## config.mk

```make
export PLATFORM = sky130hd
export DESIGN_NAME = cpu_sequencer
export DESIGN_NICKNAME = d
export VERILOG_FILES = /design/src/rtl/cpu_sequencer_pkg.sv /design/src/rtl/cpu_sequencer_timer.sv /design/src/rtl/cpu_sequencer.sv
export SDC_FILE = /design/constraint.sdc
export NUM_CORES = 1
export LEC_CHECK = 0
export ABC_AREA = 0
export CORE_ASPECT_RATIO = 0.8
export CORE_MARGIN = 2
export CORE_UTILIZATION = 40
export DETAILED_ROUTE_END_ITERATION = 12
export GPL_TIMING_DRIVEN = 0
export HOLD_SLACK_MARGIN = 0.15
export PLACE_DENSITY = 0.66
export SETUP_SLACK_MARGIN = 0.05
export SKIP_CTS_REPAIR_TIMING = 1
export SYNTH_ARGS = -nofsm -noshare
export SYNTH_HDL_FRONTEND = slang
export SYNTH_HIERARCHICAL = 1
export SYNTH_SLANG_ARGS = --single-unit
```

## constraint.sdc

```tcl
create_clock -name clk -period 4.3 [get_ports clk]
set_input_delay 1.075 -clock clk [delete_from_list [all_inputs] [get_ports clk]]
set_output_delay 1.075 -clock clk [all_outputs]
set_load 0.01 [all_outputs]
```

## src/rtl/cpu_sequencer_pkg.sv

```systemverilog
// Shared state encoding, timer width and default timing values for the
// multi-cycle CPU sequencer and anything that needs to decode its state.
package cpu_sequencer_pkg;

  typedef enum logic [2:0] {
    ST_IDLE      = 3'd0,
    ST_FETCH     = 3'd1,
    ST_DECODE    = 3'd2,
    ST_EXECUTE   = 3'd3,
    ST_WRITEBACK = 3'd4,
    ST_HALT      = 3'd5,
    ST_FAULT     = 3'd6
  } state_e;

  localparam int unsigned TIMER_W           = 4;
  localparam int unsigned DEF_EXEC_CYCLES   = 1;
  localparam int unsigned DEF_FETCH_TIMEOUT = 16;

  // A dwell of N cycles on a down-counter that stops at zero needs N-1 preloaded.
  function automatic logic [TIMER_W-1:0] timer_preload(input int unsigned cycles);
    logic [TIMER_W-1:0] val;
    if (cycles == 0) begin
      val = '0;
    end else begin
      val = TIMER_W'(cycles - 1);
    end
    return val;
  endfunction

endpackage

```

## src/rtl/cpu_sequencer_timer.sv

```systemverilog
// 4-bit loadable down-counter with zero flag, shared by the fetch timeout
// and the execute dwell; it holds at zero instead of wrapping.
module seq_timer
  import cpu_sequencer_pkg::*;
(
  input  logic               clk,
  input  logic               rst_n,
  input  logic               load,
  input  logic [TIMER_W-1:0] load_val,
  input  logic               dec,
  output logic               zero
);

  logic [TIMER_W-1:0] cnt_q;
  logic [TIMER_W-1:0] cnt_d;

  always_comb begin
    cnt_d = cnt_q;
    if (load) begin
      cnt_d = load_val;
    end else if (dec && (cnt_q != '0)) begin
      cnt_d = cnt_q - TIMER_W'(1);
    end else begin
      cnt_d = cnt_q;
    end
  end

  always_ff @(posedge clk or negedge rst_n) begin
    if (!rst_n) begin
      cnt_q <= '0;
    end else begin
      cnt_q <= cnt_d;
    end
  end

  assign zero = (cnt_q == '0);

endmodule

```

## src/rtl/cpu_sequencer.sv

```systemverilog
// Multi-cycle control FSM: FETCH -> DECODE -> EXECUTE -> WRITEBACK with
// per-phase enables, memory handshake, fetch timeout and retire counter.
module cpu_sequencer
  import cpu_sequencer_pkg::*;
#(
  parameter int unsigned EXEC_CYCLES   = DEF_EXEC_CYCLES,
  parameter int unsigned FETCH_TIMEOUT = DEF_FETCH_TIMEOUT,
  parameter int unsigned CNT_W         = 32
) (
  input  logic             clk,
  input  logic             rst_n,
  input  logic             run,
  output logic             mem_req,
  input  logic             mem_ack,
  output logic             ir_load,
  output logic             pc_inc,
  input  logic             dec_reg_wr,
  input  logic             halt_inst,
  output logic             reg_wr_en,
  output logic [2:0]       state,
  output logic             busy,
  output logic             halted,
  output logic             fault,
  output logic [CNT_W-1:0] retired
);

  localparam logic [TIMER_W-1:0] EXEC_LOAD  = timer_preload(EXEC_CYCLES);
  localparam logic [TIMER_W-1:0] FETCH_LOAD = timer_preload(FETCH_TIMEOUT);
  localparam bit                 TIMEOUT_EN = (FETCH_TIMEOUT != 0);

  state_e             state_q;
  state_e             state_d;
  logic [CNT_W-1:0]   retired_q;
  logic [CNT_W-1:0]   retired_d;
  logic               t_load;
  logic               t_dec;
  logic [TIMER_W-1:0] t_val;
  logic               t_zero;

  seq_timer u_timer (
    .clk      (clk),
    .rst_n    (rst_n),
    .load     (t_load),
    .load_val (t_val),
    .dec      (t_dec),
    .zero     (t_zero)
  );

  always_ff @(posedge clk or negedge rst_n) begin
    if (!rst_n) begin
      state_q   <= ST_IDLE;
      retired_q <= '0;
    end else begin
      state_q   <= state_d;
      retired_q <= retired_d;
    end
  end

  // Timer is preloaded on entry to FETCH and EXECUTE; an ack in the last
  // allowed fetch cycle takes priority over the timeout.
  always_comb begin
    state_d = state_q;
    t_load  = 1'b0;
    t_val   = '0;
    t_dec   = 1'b0;
    case (state_q)
      ST_IDLE: begin
        if (run) begin
          state_d = ST_FETCH;
          t_load  = 1'b1;
          t_val   = FETCH_LOAD;
        end else begin
          state_d = ST_IDLE;
        end
      end
      ST_FETCH: begin
        if (mem_ack) begin
          state_d = ST_DECODE;
        end else if (TIMEOUT_EN && t_zero) begin
          state_d = ST_FAULT;
        end else begin
          state_d = ST_FETCH;
          t_dec   = 1'b1;
        end
      end
      ST_DECODE: begin
        if (halt_inst) begin
          state_d = ST_HALT;
        end else begin
          state_d = ST_EXECUTE;
          t_load  = 1'b1;
          t_val   = EXEC_LOAD;
        end
      end
      ST_EXECUTE: begin
        if (t_zero) begin
          state_d = ST_WRITEBACK;
        end else begin
          state_d = ST_EXECUTE;
          t_dec   = 1'b1;
        end
      end
      ST_WRITEBACK: begin
        if (run) begin
          state_d = ST_FETCH;
          t_load  = 1'b1;
          t_val   = FETCH_LOAD;
        end else begin
          state_d = ST_IDLE;
        end
      end
      ST_HALT: begin
        if (run) begin
          state_d = ST_HALT;
        end else begin
          state_d = ST_IDLE;
        end
      end
      ST_FAULT: state_d = ST_FAULT;
      default:  state_d = ST_IDLE;
    endcase
  end

  always_comb begin
    mem_req   = 1'b0;
    ir_load   = 1'b0;
    pc_inc    = 1'b0;
    reg_wr_en = 1'b0;
    busy      = 1'b0;
    halted    = 1'b0;
    fault     = 1'b0;
    retired_d = retired_q;
    case (state_q)
      ST_FETCH: begin
        mem_req = 1'b1;
        ir_load = mem_ack;
        busy    = 1'b1;
      end
      ST_DECODE:  busy = 1'b1;
      ST_EXECUTE: busy = 1'b1;
      ST_WRITEBACK: begin
        busy      = 1'b1;
        pc_inc    = 1'b1;
        reg_wr_en = dec_reg_wr;
        retired_d = retired_q + CNT_W'(1);
      end
      ST_HALT:  halted = 1'b1;
      ST_FAULT: fault  = 1'b1;
      default:  busy   = 1'b0;
    endcase
  end

  assign state   = state_q;
  assign retired = retired_q;

endmodule
```

Yosys cells after proc, flatten, opt, wreduce, memory -nomap -nowiden
Cells that the tools add are included.
W data, S select, Z words.

operators by class
  add/sub/neg operators = 2
  eq/ne operators = 6
  muxes and demuxes = 24
  reduce and logical (&&, ||, !) cells = 7

operator list
  kind                     number
  $add A32 B1 Y32 const B  1
  $pmux W3 S6              1
  $mux W4                  4
  $mux W3                  5
  $mux W1                  12
  $eq A3 B3 Y1 const B     3
  $eq A3 B2 Y1 const B     2
  $logic_not A4 Y1         1
  $pmux W1 S2              2
  $reduce_bool A4 Y1       1
  $reduce_or A4 Y1         1
  $sub A4 B1 Y4 const B    1
  $eq A3 B1 Y1 const B     1
  $logic_not A3 Y1         1
  $reduce_bool A2 Y1       1
  $reduce_or A2 Y1         1
  $logic_and A1 B1 Y1      1

storage, ports and cells
  register bits after elaboration = 39
  input bits = 6
  output and inout port bits = 42
  word-level logic and storage cells = 42

Depth between registers and ports, before layout
  depth after elaboration = 7
  depth in mapped cells = 7
  gate-level depth less buffers = 7

Modules after synthesis
Netlist, hierarchy kept.

by module, submodules not included
  module         times used  cells each  area each (µm²)  seq. area each (µm²)
  cpu_sequencer  1           178         1840.5           875.8
  seq_timer      1           27          270.3            100.1

Least setup slack after synthesis
Ideal clock, no wire load.

  path kind = input to output
  start point = in mem_ack
  end point = out ir_load
  data arrival time = 1.395 ns
  data required time = 3.225 ns
  slack = 1.830 ns
  cell stages on the path = 2
  buffers on the path = 0
  cell sequence = inv_1 > nor3_1

between the ends
  word-level cells in the longest chain between the ends = 1

ends and longest elaborated chain
  what         line                  RTL
  from (decl)  cpu_sequencer.sv:14   input logic mem_ack,
  $mux W1      cpu_sequencer.sv:133  case (state_q)
  to (decl)    cpu_sequencer.sv:15   output logic ir_load,

Every way passes these cells.

Worst setup path after layout
Ends and elaborated chain as after synthesis.

==> results.json <==
{
  "register_area_sq_um": 976,
  "cp_max_fo": 2,
  "syn_area_sq_um": 2110,
  "status": "completed",
  "path_class": "input port to primary output",
  "path_buf_inv": 3,
  "syn2layout_area_growth_pct": 31.3,
  "worstSetupStartpointType": "input port",
  "max_freq_ghz": 0.293,
  "ant_nets": 0,
  "worst_slew_pin_slew_ns": 0.870,
  "hold_viol": 0,
  "netlist_top_cells_area": "dfrtp_1, xnor2_1, nand2_1, xor2_1, nand4_1",
  "crit_slowest_cell": "clkdlybuf4s50_1",
  "powerDensity_nw_per_um2": 445,
  "cp_cell_sequence": "clkdlybuf4s50_1, inv_1, nor3_1, clkdlybuf4s50_1",
  "initial_core_util_pct": 41.9,
  "filler_cell_count": 423,
  "drive_gt1_share_pct": 10.8,
  "chipHeight_um": 69.0,
  "switchingPower_mw": 0.404,
  "crit_family": "buffers and inverters",
  "drt_iter0_markers": 71,
  "overflow": 0,
  "finalClockSkew_ns": 0.0101,
  "final.setup.tns_ns": 0,
  "crit_top_cell": "clkdlybuf4s50_1",
  "port-buffer-count": 47,
  "dp_cells": 314,
  "core_area_sq_um": 5040,
  "ctsRootBufferMaster": "clkbuf_8",
  "grt_pass1_vias": 1506,
  "switching_share_pct": 32.7,
  "avgSynthCellArea_sq_um": 10.3,
  "synth_cells": 205,
  "gp_congestion": 0.808,
  "synth.largest_area_cell": "dfrtp_1",
  "p_leak_nw": 1.15,
  "min_period_over_period_pct": 79.3,
  "final_max_slew_viol_count": 0,
  "clkPwrFrac_pct": 25.9,
  "hpwlAfterDp_um": 3070,
  "synth_cell_types": 47,
  "maxCapViolations": 0,
  "routedWlPerCell_um": 13.5,
  "vias": 1672,
  "rsz0062_at_grt": "false",
  "cts_tree": "built",
  "clk_pin_slew_ns": 0.08,
  "diodes": 0,
  "multi_input_area_sq_um": 1050,
  "groute.usage.overall_pct": 15.9,
  "rows": 23,
  "critPathCaptureType": "primary output",
  "dieArea_sq_um": 5880,
  "synth.top_cell.area_share_pct": 46.2,
  "ys_seq_elements": 39,
  "ios": 48,
  "numCtsBuffers": 5,
  "hold_path.class": "register to register",
  "grt_pass1_wl_um": 7180,
  "drt-vias-per-instance": 5.19,
  "comb_power_share_pct": 36.0,
  "cts_buffer_depth": 2,
  "drt-total-wl_um": 4340,
  "critPathArrivalTime_ns": 2.33,
  "cts.sinks": 39,
  "max-vdd-ir-drop_mv": 0.317,
  "maxSlewHeadroom_pct": 42.0,
  "drcViolationCount": 0,
  "die_width_um": 85.2,
  "setup_viol": 0,
  "fin_crit_ns": 3.41,
  "nNetsFinal": 267,
  "critical-path-max-stage-delay_ns": 0.56,
  "cts-htree-levels": 2,
  "intPower_mw": 0.831,
  "seq_area_frac_synth_pct": 46.2,
  "grt_max_degree": 40,
  "yosys_warnings": 6,
  "synth_nets": 213,
  "pwr-share-seq_pct": 38.0,
  "first_pass_iters": 4,
  "instances_no_fill": 322,
  "crit_required_ns": 3.22,
  "antenna_found_initial": 0,
  "clk_latency_ns": 0.29
}
[Yosys cell counts (all sizes together)]
master   count
clkbuf       3
and3         1
inv         10
nor4b        1
nor2        15
nor3         5
nand4b       2
nor2b        1
and4b        1
or2b         1
and2         3
nor4         7
o21a         1
buf          5
nand2       22
xor2         8
nand2b       1
o211ai       1
and3b        1
dfrtp       39
o31a         2
nand4       12
xnor2       24
and4         2
o221ai       1
nand3       13
or4          2
mux2         1
nand4bb      1
mux2i        2
a221o        1
or2          2
ha           2
o22ai        1
a21oi        2
nor3b        3
o21ai        6
[flip-flops by register name, indices dropped and copies added (netlist names)]
| name | cells |
|---|---|
| state | 3 |
| retired | 32 |
| u_timer/cnt_q | 4 |
[layout make-up]
cell class / count / area share [%]
sequential: 39 / 35.2
timing repair buffer: 47 / 16.8
multi-input combinational: 148 / 37.7
clock inverter: 2 / 1.26
inverter: 10 / 1.35
clock buffer: 6 / 2.98
tap: 62 / 2.80
buffer: 8 / 1.85
[per-stage QoR]
| step | instance area (sq um) | setup slack (ns) | utilization (%) | total power, mW | hold slack [ns] |
|---|---|---|---|---|---|
| after floorplan | 2110 | 1.83 | - | 0.748 | 0.507 |
| after global routing | 2770 | 0.786 | 55.0 | 1.31 | 0.510 |
| after CTS | 2770 | 0.882 | 55.0 | 1.25 | 0.476 |
| after detailed placement | 2650 | 0.900 | 52.7 | 0.917 | 0.465 |
| after global placement | 2660 | 0.884 | 52.8 | 0.912 | 0.460 |
| final | 2770 | 0.890 | 55.0 | 1.23 | 0.478 |
[layer usage]
metal	vias up	wire length (um)	global-route usage, %
met1	778	2150	21.5
met3	8	261	5.12
met4	0	67	6.55
met5	-	0	0
li1	831	-	-
met2	55	1860	23.7
[placed cells by master (no fill, tap or decap), drive strengths merged, types with 2 or more instances in the layout]
cell,instances
nor2,15
a21oi,2
nor4,7
or4,2
nor3,5
nand4,12
nor3b,3
xor2,8
o31a,2
inv,10
ha,2
clkbuf,9
buf,6
xnor2,24
clkdlybuf4s50,46
and4,2
mux2i,2
nand3,13
dfrtp,39
nand4b,2
or2,2
o21ai,6
nand2,22
and2,3
[logic make-up (layout without fill, tap and decap cells)]
group / after synthesis / in the layout / share of synthesized area [%]
adders and majority gates: 2 / 2 / 1.19
DFF: 39 / 39 / 46.2
buffers and inverters: 18 / 73 / 4.21
xor gates and xnor gates: 32 / 32 / 13.6
AOI/OAI and AO/OA: 15 / 15 / 4.86
and+or+nand+nor: 96 / 96 / 28.4
muxes: 3 / 3 / 1.48
[power groups by stage]
stage               Sequential, mW  Combinational [mW]  Clock (mW)
global placement             0.476               0.436           0
detailed placement           0.475               0.441           0
global route                 0.479               0.487       0.347
CTS                          0.470               0.446       0.330
finish                       0.470               0.445       0.320
floorplan                    0.480               0.268           0
[path summary, 6_finish.rpt]
path | from | end | slack, ns | depth (start not counted)
min in group asynchronous | rst_n | retired[12] | 0.89 | 1
worst max-delay path | mem_ack | ir_load | 0.89 | 4
worst max register to register | state[2] | u_timer/cnt_q[1] | 2.24 | 7
worst min register to register | retired[31] | retired[31] | 0.48 | 1
max in group asynchronous | rst_n | retired[1] | 2.86 | 1
worst min-delay path | retired[31] | retired[31] | 0.48 | 1
Power figures use the tool's default switching activity.
